$ cat src/rtl/set_assoc_cache_ctrl_if.sv
// Bundle of CPU, tag-compare, array-strobe and memory handshake signals for
// set_assoc_cache_ctrl. master = surrounding datapath/CPU/memory side,
// slave = the controller.
interface set_assoc_cache_ctrl_if #(
  parameter int unsigned IDX_W = 3
);
  logic             cpu_req;
  logic             cpu_wr;
  logic [IDX_W-1:0] cpu_index;
  logic             hit0;
  logic             hit1;
  logic             cpu_ready;
  logic             busy;
  logic [IDX_W-1:0] set_sel;
  logic [1:0]       way_we;
  logic [1:0]       tag_we;
  logic             fill_sel;
  logic             mem_req;
  logic             mem_we;
  logic             mem_ack;
  logic [15:0]      hit_count;
  logic [15:0]      miss_count;

  modport master (
    output cpu_req, cpu_wr, cpu_index, hit0, hit1, mem_ack,
    input  cpu_ready, busy, set_sel, way_we, tag_we, fill_sel, mem_req, mem_we,
           hit_count, miss_count
  );

  modport slave (
    input  cpu_req, cpu_wr, cpu_index, hit0, hit1, mem_ack,
    output cpu_ready, busy, set_sel, way_we, tag_we, fill_sel, mem_req, mem_we,
           hit_count, miss_count
  );
endinterface

$ cat src/rtl/set_assoc_cache_ctrl.sv
// Sequencing controller for a 2-way set-associative cache built from D_ff_Mem
// arrays: one access at a time, single-beat refill on read miss, write-through
// on every write (no write-allocate), one LRU bit per set.
// Optional macro CACHE_STATS_EN: enables saturating 16-bit hit/miss counters;
// when undefined the counters are tied to zero.
module set_assoc_cache_ctrl #(
  parameter int unsigned SETS  = 8,
  parameter int unsigned IDX_W = 3
) (
  input  logic                    clk,
  input  logic                    reset,
  set_assoc_cache_ctrl_if.slave   bus
);

  typedef enum logic [2:0] {StIdle, StLookup, StRefill, StWthru, StDone} state_e;

  state_e           state_q, state_d;
  logic             wr_q, wr_d;
  logic [IDX_W-1:0] idx_q, idx_d;
  logic             victim_q, victim_d;
  // lru_q[s] names the least recently used way of set s
  logic [SETS-1:0]  lru_q, lru_d;
  logic             mem_req_q, mem_req_d;
  logic             mem_we_q, mem_we_d;

  logic       hit_any;
  logic       hit_way;
  logic [1:0] way_we;
  logic [1:0] tag_we;
  logic       fill_sel;
  logic       cpu_ready;
  logic       lookup_hit;
  logic       lookup_miss;

  // Both hit lines set resolves to way 0
  assign hit_any = bus.hit0 | bus.hit1;
  assign hit_way = ~bus.hit0;

  // State, latched request and registered memory handshake
  always_ff @(posedge clk) begin
    if (reset) begin
      state_q   <= StIdle;
      wr_q      <= 1'b0;
      idx_q     <= '0;
      victim_q  <= 1'b0;
      lru_q     <= '0;
      mem_req_q <= 1'b0;
      mem_we_q  <= 1'b0;
    end else begin
      state_q   <= state_d;
      wr_q      <= wr_d;
      idx_q     <= idx_d;
      victim_q  <= victim_d;
      lru_q     <= lru_d;
      mem_req_q <= mem_req_d;
      mem_we_q  <= mem_we_d;
    end
  end

  // Next-state, LRU update and combinational array strobes
  always_comb begin
    state_d     = state_q;
    wr_d        = wr_q;
    idx_d       = idx_q;
    victim_d    = victim_q;
    lru_d       = lru_q;
    way_we      = 2'b00;
    tag_we      = 2'b00;
    fill_sel    = 1'b0;
    cpu_ready   = 1'b0;
    lookup_hit  = 1'b0;
    lookup_miss = 1'b0;

    unique case (state_q)
      StIdle: begin
        if (bus.cpu_req) begin
          wr_d    = bus.cpu_wr;
          idx_d   = bus.cpu_index;
          state_d = StLookup;
        end
      end
      StLookup: begin
        if (hit_any) begin
          lookup_hit    = 1'b1;
          lru_d[idx_q]  = ~hit_way;
          if (wr_q) begin
            way_we[hit_way] = 1'b1;
            state_d         = StWthru;
          end else begin
            cpu_ready = 1'b1;
            state_d   = StIdle;
          end
        end else begin
          lookup_miss = 1'b1;
          if (wr_q) begin
            state_d = StWthru;
          end else begin
            victim_d = lru_q[idx_q];
            state_d  = StRefill;
          end
        end
      end
      StRefill: begin
        if (bus.mem_ack) begin
          way_we[victim_q] = 1'b1;
          tag_we[victim_q] = 1'b1;
          fill_sel         = 1'b1;
          lru_d[idx_q]     = ~victim_q;
          state_d          = StDone;
        end
      end
      StWthru: begin
        if (bus.mem_ack) state_d = StDone;
      end
      StDone: begin
        cpu_ready = 1'b1;
        state_d   = StIdle;
      end
      default: state_d = StIdle;
    endcase

    // Registered so mem_req/mem_we rise on entry and drop on the ack edge
    mem_req_d = (state_d == StRefill) || (state_d == StWthru);
    mem_we_d  = (state_d == StWthru);
  end

  assign bus.cpu_ready = cpu_ready;
  assign bus.busy      = (state_q != StIdle);
  assign bus.set_sel   = idx_q;
  assign bus.way_we    = way_we;
  assign bus.tag_we    = tag_we;
  assign bus.fill_sel  = fill_sel;
  assign bus.mem_req   = mem_req_q;
  assign bus.mem_we    = mem_we_q;

`ifdef CACHE_STATS_EN
  logic [15:0] hit_cnt_q, miss_cnt_q;

  // Saturating lookup statistics
  always_ff @(posedge clk) begin
    if (reset) begin
      hit_cnt_q  <= '0;
      miss_cnt_q <= '0;
    end else begin
      if (lookup_hit && (hit_cnt_q != 16'hFFFF))   hit_cnt_q  <= hit_cnt_q + 16'd1;
      if (lookup_miss && (miss_cnt_q != 16'hFFFF)) miss_cnt_q <= miss_cnt_q + 16'd1;
    end
  end

  assign bus.hit_count  = hit_cnt_q;
  assign bus.miss_count = miss_cnt_q;
`else
  logic unused_stats;
  assign unused_stats   = lookup_hit ^ lookup_miss;
  assign bus.hit_count  = 16'h0000;
  assign bus.miss_count = 16'h0000;
`endif

endmodule

$ cat src/flat_wrapper.sv
// flat-port wrapper written by rule: the top's interface ports become plain ports
module set_assoc_cache_ctrl_flat 
#(
  parameter int unsigned SETS  = 8,
  parameter int unsigned IDX_W = 3
)
  (clk, reset, bus_cpu_req, bus_cpu_wr, bus_cpu_index, bus_hit0, bus_hit1, bus_mem_ack, bus_cpu_ready, bus_busy, bus_set_sel, bus_way_we, bus_tag_we, bus_fill_sel, bus_mem_req, bus_mem_we, bus_hit_count, bus_miss_count);
  set_assoc_cache_ctrl_if #(.IDX_W(IDX_W)) bus_i ();
  input  logic clk;
  input  logic reset;
  input wire logic [$bits(bus_i.cpu_req)-1:0] bus_cpu_req;
  input wire logic [$bits(bus_i.cpu_wr)-1:0] bus_cpu_wr;
  input wire logic [$bits(bus_i.cpu_index)-1:0] bus_cpu_index;
  input wire logic [$bits(bus_i.hit0)-1:0] bus_hit0;
  input wire logic [$bits(bus_i.hit1)-1:0] bus_hit1;
  input wire logic [$bits(bus_i.mem_ack)-1:0] bus_mem_ack;
  output wire logic [$bits(bus_i.cpu_ready)-1:0] bus_cpu_ready;
  output wire logic [$bits(bus_i.busy)-1:0] bus_busy;
  output wire logic [$bits(bus_i.set_sel)-1:0] bus_set_sel;
  output wire logic [$bits(bus_i.way_we)-1:0] bus_way_we;
  output wire logic [$bits(bus_i.tag_we)-1:0] bus_tag_we;
  output wire logic [$bits(bus_i.fill_sel)-1:0] bus_fill_sel;
  output wire logic [$bits(bus_i.mem_req)-1:0] bus_mem_req;
  output wire logic [$bits(bus_i.mem_we)-1:0] bus_mem_we;
  output wire logic [$bits(bus_i.hit_count)-1:0] bus_hit_count;
  output wire logic [$bits(bus_i.miss_count)-1:0] bus_miss_count;
  assign bus_i.cpu_req = bus_cpu_req;
  assign bus_i.cpu_wr = bus_cpu_wr;
  assign bus_i.cpu_index = bus_cpu_index;
  assign bus_i.hit0 = bus_hit0;
  assign bus_i.hit1 = bus_hit1;
  assign bus_i.mem_ack = bus_mem_ack;
  assign bus_cpu_ready = bus_i.cpu_ready;
  assign bus_busy = bus_i.busy;
  assign bus_set_sel = bus_i.set_sel;
  assign bus_way_we = bus_i.way_we;
  assign bus_tag_we = bus_i.tag_we;
  assign bus_fill_sel = bus_i.fill_sel;
  assign bus_mem_req = bus_i.mem_req;
  assign bus_mem_we = bus_i.mem_we;
  assign bus_hit_count = bus_i.hit_count;
  assign bus_miss_count = bus_i.miss_count;
  set_assoc_cache_ctrl #(.SETS(SETS), .IDX_W(IDX_W)) u_core (.clk(clk), .reset(reset), .bus(bus_i));
endmodule
$ cat config.mk
export PLATFORM = sky130hd
export DESIGN_NAME = set_assoc_cache_ctrl_flat
export DESIGN_NICKNAME = d
export VERILOG_FILES = /design/src/rtl/set_assoc_cache_ctrl_if.sv /design/src/rtl/set_assoc_cache_ctrl.sv /design/src/flat_wrapper.sv
export SDC_FILE = /design/constraint.sdc
export NUM_CORES = 1
export LEC_CHECK = 0
export BUFFER_PORTS_ARGS = -buffer_cell sky130_fd_sc_hd__buf_2
export CAP_MARGIN = 20
export CORE_MARGIN = 2
export CORE_UTILIZATION = 43
export CTS_BUF_LIST = sky130_fd_sc_hd__clkbuf_4
export CTS_CLUSTER_DIAMETER = 40
export CTS_CLUSTER_SIZE = 25
export DETAILED_ROUTE_END_ITERATION = 16
export HOLD_SLACK_MARGIN = 0.12
export PLACE_DENSITY_LB_ADDON = 0.12
export SLEW_MARGIN = 10
export SYNTH_ARGS = -nofsm -noshare
export SYNTH_HDL_FRONTEND = slang
export SYNTH_SLANG_ARGS = --single-unit
$ cat constraint.sdc
create_clock -name clk -period 1.46 [get_ports clk]
set_input_delay 0.292 -clock clk [delete_from_list [all_inputs] [get_ports clk]]
set_output_delay 0.292 -clock clk [all_outputs]
set_load 0.01 [all_outputs]
==> run summary <==
H-tree depth -> 1
Drt drc -> 0
Top_reg_cell synth -> dfxtp_1
Pins Over Slew Limit -> 0
CTS sink count -> 18
Num CTS Buffers -> 3
Hold Crit Start -> bus_cpu_index[0]
CTS Buffer Depth -> 2
Post-Synth Adder-Cell Area -> 0
Most common cell in the netlist -> buf_4
Crit path launch type -> register
Vias in the first global route -> 913
Dpl hpwl -> 1910 µm
Final WS setup -> -0.237 ns
Num rows -> 19
Post-synthesis compound-gate area fraction -> 0.114
ANT cells -> 0
Worst-Skew Late Latency -> 0.30 ns
Post-synth ARST share -> 0
Power Density -> 747 mW/mm²
Routed WL per cell -> 12.3 µm
Port-buffer cells -> 21
Cts hold-fix bufs -> 0
Antenna viol nets, final -> 0
Failing checks -> negative setup slack
First DRT Iteration DRCs -> 21
Vias per Instance -> 4.88
Clock Tree Root -> clkbuf_4
Die W -> 57.6 µm
First element of the critical path -> u_core.state_q[0]$_SDFF_PP0_
RSZ-0062 raised after global routing -> yes
Cell Area, Synth -> 0.00124 mm²
Slowest cell on the critical path -> dfxtp_2
Non-Filler Instances -> 211
Largest family of logic cells by synthesized area -> simple AND/OR/NAND/NOR gates
Multiplexer share of the synthesized area -> 0.0768
RePlAce Congestion -> 0.767
Reg2reg start -> u_core.state_q[0]$_SDFF_PP0_
I/O pin count -> 54
Post-synth EDFFs -> 0
Core area -> 0.00273 mm²
Placed cells -> 203
Crit-path cells -> nand3b_1, nor2_2, and2_4, a41o_1, buf_2
Top cell type's share of synthesized area -> 0.291
Sequential power share -> 0.498
GRT Total Usage -> 0.155
Fin. Hold Viols -> 0
Synth Register Bits -> 18
Synth area leader -> dfxtp_1
Final WL -> 2590 µm
Post-synthesis sequential area ratio -> 0.291
Lkg Pwr -> 0.646 nW
Vias -> 1029
Fin Clk Skew -> 0.00151 ns
Post-synthesis xor/xnor area fraction -> 0
Drt pass-1 iters -> 4
Run status -> finished, violations left
Final net count -> 191
Initial core utilization -> 0.453
Sw Ratio -> 0.338
Layout cell share with drive strength beyond 1 -> 0.344
Worst vdd ir -> 0.520 mV
Synth Area in Simple Gates -> 0.284
Die Y-Extent -> 57.6 µm
Initial antenna violation count -> 0
Clock power frac -> 0.241
Final worst path period share -> 1.16
Die area -> 0.00332 mm²
Warnings, synthesis -> 0
First-pass GRT wire length -> 4030 µm
WS Path Type -> reg2out
Grt total ovfl -> 0
Worst-path clk slew -> 0.11 ns
Synth top area cells -> dfxtp_1 29%, buf_4 19%, mux2i_1 5.7%
Post-synth top cells -> 32 x buf_4, 18 x dfxtp_1, 14 x nor2_1, 13 x nor3_1, 9 x nand2_1
Final Power -> 1.09 mW
Int Pwr -> 721 µW
Power share of the combinational group -> 0.261
Pin count of the biggest net entering global routing -> 18
Synth unique cells -> 37
F_max -> 589 MHz
Slowest stage delay, CP -> 0.35 ns
Worst setup EP type -> primary output
Syn-to-layout area delta -> 17.7%
Cells after Synth -> 151
CP arrival -> 1.41 ns
# Max-Cap Violations -> 0
Minimum clock period -> 1.70 ns
Synth Area per Inst -> 8.19 µm²
Hold crit path type -> in2reg
CTS tree -> done
Setup-failing EPs final -> 14
CP max FO -> 4
P_sw -> 368 µW
Critical Path RT -> 1.17 ns
stage by stage:
stage	setup TNS, ns	util	hold slack [ns]	setup slack [ns]	cell area (µm²)
floorplan	0	-	0.439	0.0431	1360
global placement	0	0.468	0.509	0.0484	1280
detailed placement	0	0.468	0.526	0.0341	1280
CTS	-2.06	0.494	0.215	-0.218	1350
global route	-3.08	0.533	0.249	-0.321	1460
finish	-2.02	0.533	0.224	-0.237	1460
layout by cell type (no fill, tap or decap), drive strengths merged, types with 3 or more instances in the layout:
master and n:
dfxtp 18, mux2i 8, nand2b 6, nor2 14, a31oi 6, nor3 14
inv 3, o21ai 3, buf 32, clkbuf 3, nor2b 5, conb 32
a21oi 4, nor4 5, nand2 9
cell families (layout without fill, tap and decap cells):
logic type,count (synthesis),in the layout
AO/OA/AOI/OAI,21,21
multiplexers,9,9
buffers and inverters,41,39
flip-flops,18,18
other,1,32
AND/OR/NAND/NOR,61,61
power by group through the flow:
stage,clock (mW),sequential [mW],combinational [mW]
2_1_floorplan,0,0.542,0.244
3_3_place_gp,0,0.550,0.238
3_5_place_dp,0,0.550,0.243
4_1_cts,0.275,0.540,0.255
5_1_grt,0.290,0.546,0.311
6_report,0.262,0.542,0.284
final cells by class:
type / instances / area, µm²
timing repair buffer: 32 / 211
fill: 271 / 1280
clock inverter: 1 / 3.75
multi-input combinational: 123 / 803
clock buffer: 3 / 22.5
inverter: 3 / 11.3
tap: 31 / 38.8
sequential: 18 / 365
routing by layer:
layer / part of all wire / GRT usage
met1: 0.44 / 0.189
met2: 0.52 / 0.281
met3: 0.042 / 0.0402
met4: 0 / 0.0199
met5: 0 / 0
state kept, by name (all words and copies together) (netlist names):
name                count
u_core.lru_q            8
u_core.bus.set_sel      3
u_core.state_q          3
u_core.bus.mem_req      1
u_core.bus.mem_we       1
u_core.victim_q         1
u_core.wr_q             1
final timing paths:
kind | end | slack, ns | cells after the start
setup / recovery | bus_way_we[1] | -0.24 | 5
hold / removal | u_core.bus.set_sel[0]$_SDFFE_PP0P_ | 0.22 | 3
setup reg to reg | u_core.lru_q[6]$_SDFFE_PP0P_ | -0.16 | 8
hold reg to reg | u_core.lru_q[2]$_SDFFE_PP0P_ | 0.52 | 2
critical path: cells and delay by family (launching register included):
kind	cells	cell delay (ns)
buf+inv	1	0.12
compound gates	1	0.08
flops	1	0.35
simple gates	3	0.56
repair_timing:
action,CTS,global route
pin swaps,4,8
gates resized for setup,7,19
buffers inserted,3,2
endpoints found under the setup margin,6,16
Note: power is estimated with default switching activity, not from simulation.
